File: src/rtl/scoreboard_regfile_pkg.sv
// Shared definitions for the scoreboarded register file.
//   addr_width  : register-index width for a given register count
//   pend_width  : pending-counter width for a given in-flight limit
//   slice_lo    : low bit of port k inside a packed multi-port bus
//   PEND_CW     : pending-counter width for the default in-flight limit
//   pend_op_e   : per-cycle action applied to a pending counter
package scoreboard_regfile_pkg;

    localparam int unsigned PEND_MAXPEND_DFLT = 3;

    function automatic int unsigned addr_width(input int unsigned nregs);
        return $clog2(nregs);
    endfunction

    function automatic int unsigned pend_width(input int unsigned maxpend);
        return $clog2(maxpend + 1);
    endfunction

    function automatic int unsigned slice_lo(input int unsigned port, input int unsigned width);
        return port * width;
    endfunction

    localparam int unsigned PEND_CW = pend_width(PEND_MAXPEND_DFLT);

    typedef enum logic [1:0] {
        PC_HOLD = 2'b00,
        PC_INC  = 2'b01,
        PC_DEC  = 2'b10
    } pend_op_e;

endpackage

File: src/rtl/scoreboard_regfile_pend.sv
// Saturating up/down counter tracking the in-flight writes to one register.
//   clk, rst   : clock, asynchronous active-low reset
//   inc, dec   : issue of a writer / writeback of a writer
//   cnt        : current number of in-flight writes
//   zero, full : cnt == 0 / cnt == MAXPEND
module pend_counter
    import scoreboard_regfile_pkg::*;
#(
    parameter int unsigned MAXPEND = PEND_MAXPEND_DFLT,
    parameter int unsigned CW      = PEND_CW
) (
    input  logic          clk,
    input  logic          rst,
    input  logic          inc,
    input  logic          dec,
    output logic [CW-1:0] cnt,
    output logic          zero,
    output logic          full
);

    logic [CW-1:0] cnt_d;
    logic [CW-1:0] cnt_q;
    pend_op_e      op;

    assign zero = (cnt_q == '0);
    assign full = (cnt_q == CW'(MAXPEND));
    assign cnt  = cnt_q;

    // A simultaneous issue and writeback cancel out, even at zero.
    always_comb begin
        op = PC_HOLD;
        if (inc && !dec && !full) begin
            op = PC_INC;
        end else if (dec && !inc && !zero) begin
            op = PC_DEC;
        end
    end

    always_comb begin
        cnt_d = cnt_q;
        unique case (op)
            PC_INC:  cnt_d = cnt_q + 1'b1;
            PC_DEC:  cnt_d = cnt_q - 1'b1;
            default: cnt_d = cnt_q;
        endcase
    end

    always_ff @(posedge clk or negedge rst) begin
        if (!rst) begin
            cnt_q <= '0;
        end else begin
            cnt_q <= cnt_d;
        end
    end

endmodule

File: src/rtl/scoreboard_regfile.sv
// Register file with per-register pending-write scoreboard.
//   clk, rst              : clock, asynchronous active-low reset
//   rd_valid/rd_addr      : NRD read requests, packed addresses
//   rd_data/rd_busy       : packed read data, per-port "value not ready"
//   wb_en/wb_addr/wb_data : single writeback port (bypassed to reads)
//   iss_valid/iss_we/iss_rd : instruction issue request and destination
//   stall/iss_fire        : issue blocked / issue accepted this cycle
module scoreboard_regfile
    import scoreboard_regfile_pkg::*;
#(
    parameter int unsigned XLEN    = 32,
    parameter int unsigned NREGS   = 32,
    parameter int unsigned NRD     = 2,
    parameter int unsigned MAXPEND = 3,
    parameter bit          ZERO_R0 = 1'b1,
    localparam int unsigned AW     = addr_width(NREGS),
    localparam int unsigned CW     = pend_width(MAXPEND)
) (
    input  logic                clk,
    input  logic                rst,
    input  logic [NRD-1:0]      rd_valid,
    input  logic [NRD*AW-1:0]   rd_addr,
    output logic [NRD*XLEN-1:0] rd_data,
    output logic [NRD-1:0]      rd_busy,
    input  logic                wb_en,
    input  logic [AW-1:0]       wb_addr,
    input  logic [XLEN-1:0]     wb_data,
    input  logic                iss_valid,
    input  logic                iss_we,
    input  logic [AW-1:0]       iss_rd,
    output logic                stall,
    output logic                iss_fire
);

    logic [XLEN-1:0]  mem_d [NREGS];
    logic [XLEN-1:0]  mem_q [NREGS];
    logic [CW-1:0]    pend  [NREGS];
    logic [NREGS-1:0] pend_inc;
    logic [NREGS-1:0] pend_dec;
    logic [NREGS-1:0] pend_zero;
    logic [NREGS-1:0] pend_full;
    logic             wb_hit_iss;

    // Scoreboard: one counter per register; a hard-wired r0 never counts.
    for (genvar r = 0; r < NREGS; r++) begin : g_reg
        localparam bit HARD_ZERO = ZERO_R0 && (r == 0);

        assign pend_inc[r] = !HARD_ZERO && iss_fire && iss_we && (iss_rd == AW'(r));
        assign pend_dec[r] = !HARD_ZERO && wb_en && (wb_addr == AW'(r));

        pend_counter #(
            .MAXPEND (MAXPEND),
            .CW      (CW)
        ) u_pend (
            .clk  (clk),
            .rst  (rst),
            .inc  (pend_inc[r]),
            .dec  (pend_dec[r]),
            .cnt  (pend[r]),
            .zero (pend_zero[r]),
            .full (pend_full[r])
        );
    end

    always_comb begin
        for (int r = 0; r < NREGS; r++) begin
            mem_d[r] = mem_q[r];
        end
        if (wb_en && !(ZERO_R0 && (wb_addr == '0))) begin
            mem_d[wb_addr] = wb_data;
        end
    end

    always_ff @(posedge clk or negedge rst) begin
        if (!rst) begin
            for (int r = 0; r < NREGS; r++) begin
                mem_q[r] <= '0;
            end
        end else begin
            for (int r = 0; r < NREGS; r++) begin
                mem_q[r] <= mem_d[r];
            end
        end
    end

    // Read ports. A register with exactly one writer outstanding is ready
    // in the cycle that writer retires, since the value is bypassed.
    // Outputs are forced quiet while reset is held, independent of inputs.
    for (genvar k = 0; k < NRD; k++) begin : g_rd
        logic [AW-1:0] rd_a;
        logic          rd_r0;
        logic          wb_hit;

        assign rd_a   = rd_addr[slice_lo(k, AW) +: AW];
        assign rd_r0  = ZERO_R0 && (rd_a == '0);
        assign wb_hit = wb_en && (wb_addr == rd_a);

        assign rd_data[slice_lo(k, XLEN) +: XLEN] =
            (!rst || rd_r0) ? '0 : (wb_hit ? wb_data : mem_q[rd_a]);

        assign rd_busy[k] = rst && rd_valid[k] && !rd_r0 && !pend_zero[rd_a]
                            && ((pend[rd_a] != CW'(1)) || !wb_hit);
    end

    // A full destination may still accept a new writer when one retires
    // in the same cycle; the counter then holds at MAXPEND.
    assign wb_hit_iss = wb_en && (wb_addr == iss_rd);
    assign stall      = rst && iss_valid
                        && ((|rd_busy) || (iss_we && pend_full[iss_rd] && !wb_hit_iss));
    assign iss_fire   = rst && iss_valid && !stall;

endmodule

File: config.mk
export PLATFORM = sky130hd
export DESIGN_NAME = scoreboard_regfile
export DESIGN_NICKNAME = d
export VERILOG_FILES = /design/src/rtl/scoreboard_regfile_pkg.sv /design/src/rtl/scoreboard_regfile_pend.sv /design/src/rtl/scoreboard_regfile.sv
export SDC_FILE = /design/constraint.sdc
export NUM_CORES = 2
export LEC_CHECK = 0
export CAP_MARGIN = 20
export CELL_PAD_IN_SITES_DETAIL_PLACEMENT = 1
export CELL_PAD_IN_SITES_GLOBAL_PLACEMENT = 2
export CORE_ASPECT_RATIO = 0.5
export CORE_UTILIZATION = 42
export CTS_CLUSTER_DIAMETER = 120
export DETAILED_ROUTE_END_ITERATION = 8
export DONT_BUFFER_PORTS = 1
export PLACE_DENSITY_LB_ADDON = 0.1
export SLEW_MARGIN = 20
export SYNTH_ARGS = -nofsm -noshare
export SYNTH_HDL_FRONTEND = slang
export SYNTH_SLANG_ARGS = --single-unit
File: constraint.sdc
create_clock -name clk -period 3.55 [get_ports clk]
set_clock_uncertainty 0.1 [all_clocks]
set_input_delay 0.71 -clock clk [delete_from_list [all_inputs] [get_ports clk]]
set_output_delay 0.71 -clock clk [all_outputs]
set_load 0.05 [all_outputs]
==> flow_metrics.py <==
metrics = {
    "status": {
        "status": "complete, but fails checks",
        "violations": "negative setup slack",
    },
    "clocking": {
        "clk_path_buf_depth": 3,
        "htree_levels": 3,
        "numCtsBuffers": 105,
        "clk_latency_ns": 0.73,
        "cts_sinks": 1086,
        "clk_pin_slew_worst_paths_ns": 0.07,
        "cts_root_buf": "clkbuf_16",
        "cts_tree": "yes",
    },
    "critical_path": {
        "cp.required_ns": 2.74,
        "cp-start-kind": "primary input",
        "critPathKind": "in -> out",
        "cp_max_fo": 285,
        "critPathMaxStageDelay_ns": 0.82,
        "cp-endpoint": "rd_data[51]",
        "cpMostUsedCell": "mux4_2",
        "reg2reg_slack_ns": 0.25,
        "path_cells": "mux4_2 > mux4_2 > mux2i_4 > a211oi_4 > buf_12",
        "cp_slowest_cell": "mux4_2",
        "critPathLaunch": "rd_addr[5]",
        "timing.rr.end": "g_reg[26].u_pend.cnt[1]",
        "critPathArrivalTime_ns": 3.04,
        "rr_worst_depth": 12,
        "timing.rr.start": "g_reg[18].u_pend.cnt[1]",
        "crit_path_end_kind": "output pin",
    },
    "yosys": {
        "synth_edf_count": 0,
        "syn_area_per_cell_um2": 13.1,
        "synth_nets": 4669,
        "synth-seq-area-share_pct": 45.0,
        "synth_area_leaders": "dfrtp_1, mux4_2, mux2_2",
        "synth_ff_type": "dfrtp_1",
        "ys_types": 72,
        "syn_inst": 4610,
        "yosys.area.top_type_share_pct": 45.0,
        "synth_top_area_cell": "dfrtp_1",
        "yosysWarnings": 0,
        "synthTopCellsByCount": "dfrtp_1, nand2_1, mux2_2, mux4_2, clkbuf_1",
        "netlist_area_um2": 60400,
        "yosysMostFrequentCell": "dfrtp_1",
        "ys_ff_latch": 1086,
        "async_flop_share_pct": 100,
    },
    "pwr": {
        "ir_drop_mv": 0.356,
        "p_leak_nw": 30.1,
        "p_total_mw": 37.5,
        "p_per_area_nw_per_um2": 531,
    },
    "sta": {
        "min_period_ns": 3.85,
        "tightest_slew_ns": 1.12,
        "hold_violations": 0,
        "finalCritPeriodShare_pct": 108,
        "hold_ws_ns": 0.0409,
        "fmax_ghz": 0.260,
        "slew_headroom_pct": 25.4,
        "worst_slack_ns": -0.295,
        "finalSetupViolations": 43,
        "finalMaxSlewViolations": 0,
        "rsz0062_at_grt": "yes",
    },
    "grt": {
        "grt_pass1_wl_um": 327000,
        "grt_util_all_layers_pct": 30.8,
        "grt_pass1_vias": 45100,
        "antenna_found_initial": 4,
        "overflow": 0,
        "grt_max_degree": 289,
    },
    "final_layout": {
        "final_nets": 4644,
        "n_antenna_cell": 0,
        "fillerInstances": 13600,
        "area_delta_synth_final_pct": 17.1,
        "fin_util_pct": 50.0,
        "fin_cells": 6549,
        "drive_above_1_share_pct": 43.8,
    },
    "route": {
        "drtIter0Drc": 3849,
        "drc": 0,
        "wl_per_cell_um": 33.7,
        "drtPass1Iterations": 5,
        "vias": 41900,
        "antenna_left": 0,
        "vias_per_cell": 6.39,
        "drt-total-wl_um": 220000,
    },
    "placement": {
        "gp_congestion": 0.793,
        "port_buffers": 0,
        "dpl.hpwl_um": 120000,
        "dp.cells": 6249,
        "place_ws_ns": -0.304,
    },
    "die": {
        "die_y_um": 270,
        "num_rows": 97,
        "dieArea_um2": 146000,
        "initial_core_util_pct": 42.7,
        "die_w_um": 538,
        "core_area_um2": 141000,
        "io_pins": 127,
    },
    "job": {
        "cap_violations": 0,
    },
    "hold_path": {
        "hold_path_class": "in -> reg",
    },
}
-- cells by family (layout without fill, tap and decap cells) --
kind of cell | count (synthesis) | in the layout | synth area share, %
mux | 1435 | 1435 | 38.8
simple gates | 1291 | 1291 | 9.14
flops | 1086 | 1086 | 45.0
buf+inv | 492 | 550 | 3.31
compound gates | 260 | 260 | 3.10
xor+xnor | 46 | 46 | 0.667
-- worst max-delay path: cells and delay by family --
kind,cells,cell delay (ns)
AOI/OAI and AO/OA,1,0.11
muxes,3,1.60
buffers and inverters,1,0.16
-- power breakdown --
part / switching [mW] / internal, mW
combinational: 3.59 / 5.29
clock: 5.34 / 6.93
sequential: 1.74 / 14.6
-- how the worst min path moves through the flow --
| stage | start | cells after the start | end |
|---|---|---|---|
| global route | wb_data[11] | 1 | mem_q[75] |
| finish | wb_data[14] | 1 | mem_q[78] |
| CTS | wb_data[13] | 1 | mem_q[109] |
| floorplan | rst | 0 | g_reg[10].u_pend.cnt[0] |
| global placement | mem_q[1016] | 0 | mem_q[1016] |
| detailed placement | mem_q[998] | 0 | mem_q[998] |
-- stage by stage --
step | cell area [µm²] | TNS, ns
6_report | 70700 | -6.03
2_1_floorplan | 62200 | -0.998
3_5_place_dp | 65400 | -64.08
5_1_grt | 70700 | -3.05
4_1_cts | 70300 | -0.919
3_3_place_gp | 65400 | -128.66
-- flip-flops by register name (all words and copies together), names as in the netlist --
register	cells
g.u_pend.cnt	62
mem_q	1024
-- layer usage --
metal  wire [µm]  up-vias  share of wire, %  track usage [%]
met5          13        -            0.0059                0
met4        5460        2               2.5             7.38
met3       12500      281               5.7             4.31
met2      102000     1292                46             48.0
met1      101000    23300                46             45.7
li1            -    17000                 -                -
-- cell usage in the layout (no fill, tap or decap), drive strengths merged, types with 67 or more instances in the layout --
cell and instances:
a211oi 67, nor2 154, mux4 656, nand2 905
clkbuf 145, buf 258, mux2 706, mux2i 73
dlygate4sd3 77, dfrtp 1086
-- layout make-up --
type / count / area (µm²) / area share (%)
Timing Repair Buffer: 336 / 4300 / 6.08
Clock inverter: 46 / 676 / 0.955
Clock buffer: 144 / 2960 / 4.18
Sequential cell: 1086 / 27200 / 38.5
Tap cell: 1881 / 2350 / 3.33
Multi-Input combinational cell: 3032 / 33100 / 46.8
Inverter: 24 / 103 / 0.145
-- what timing repair did --
item	in CTS	in global routing
setup endpoints to repair	33	152
gates cloned	0	1
pin swaps	19	22
gates resized for setup	69	41
hold endpoints to repair	793	0
hold buffers	82	0
buffers inserted	18	8
Power figures use the tool's default switching activity.
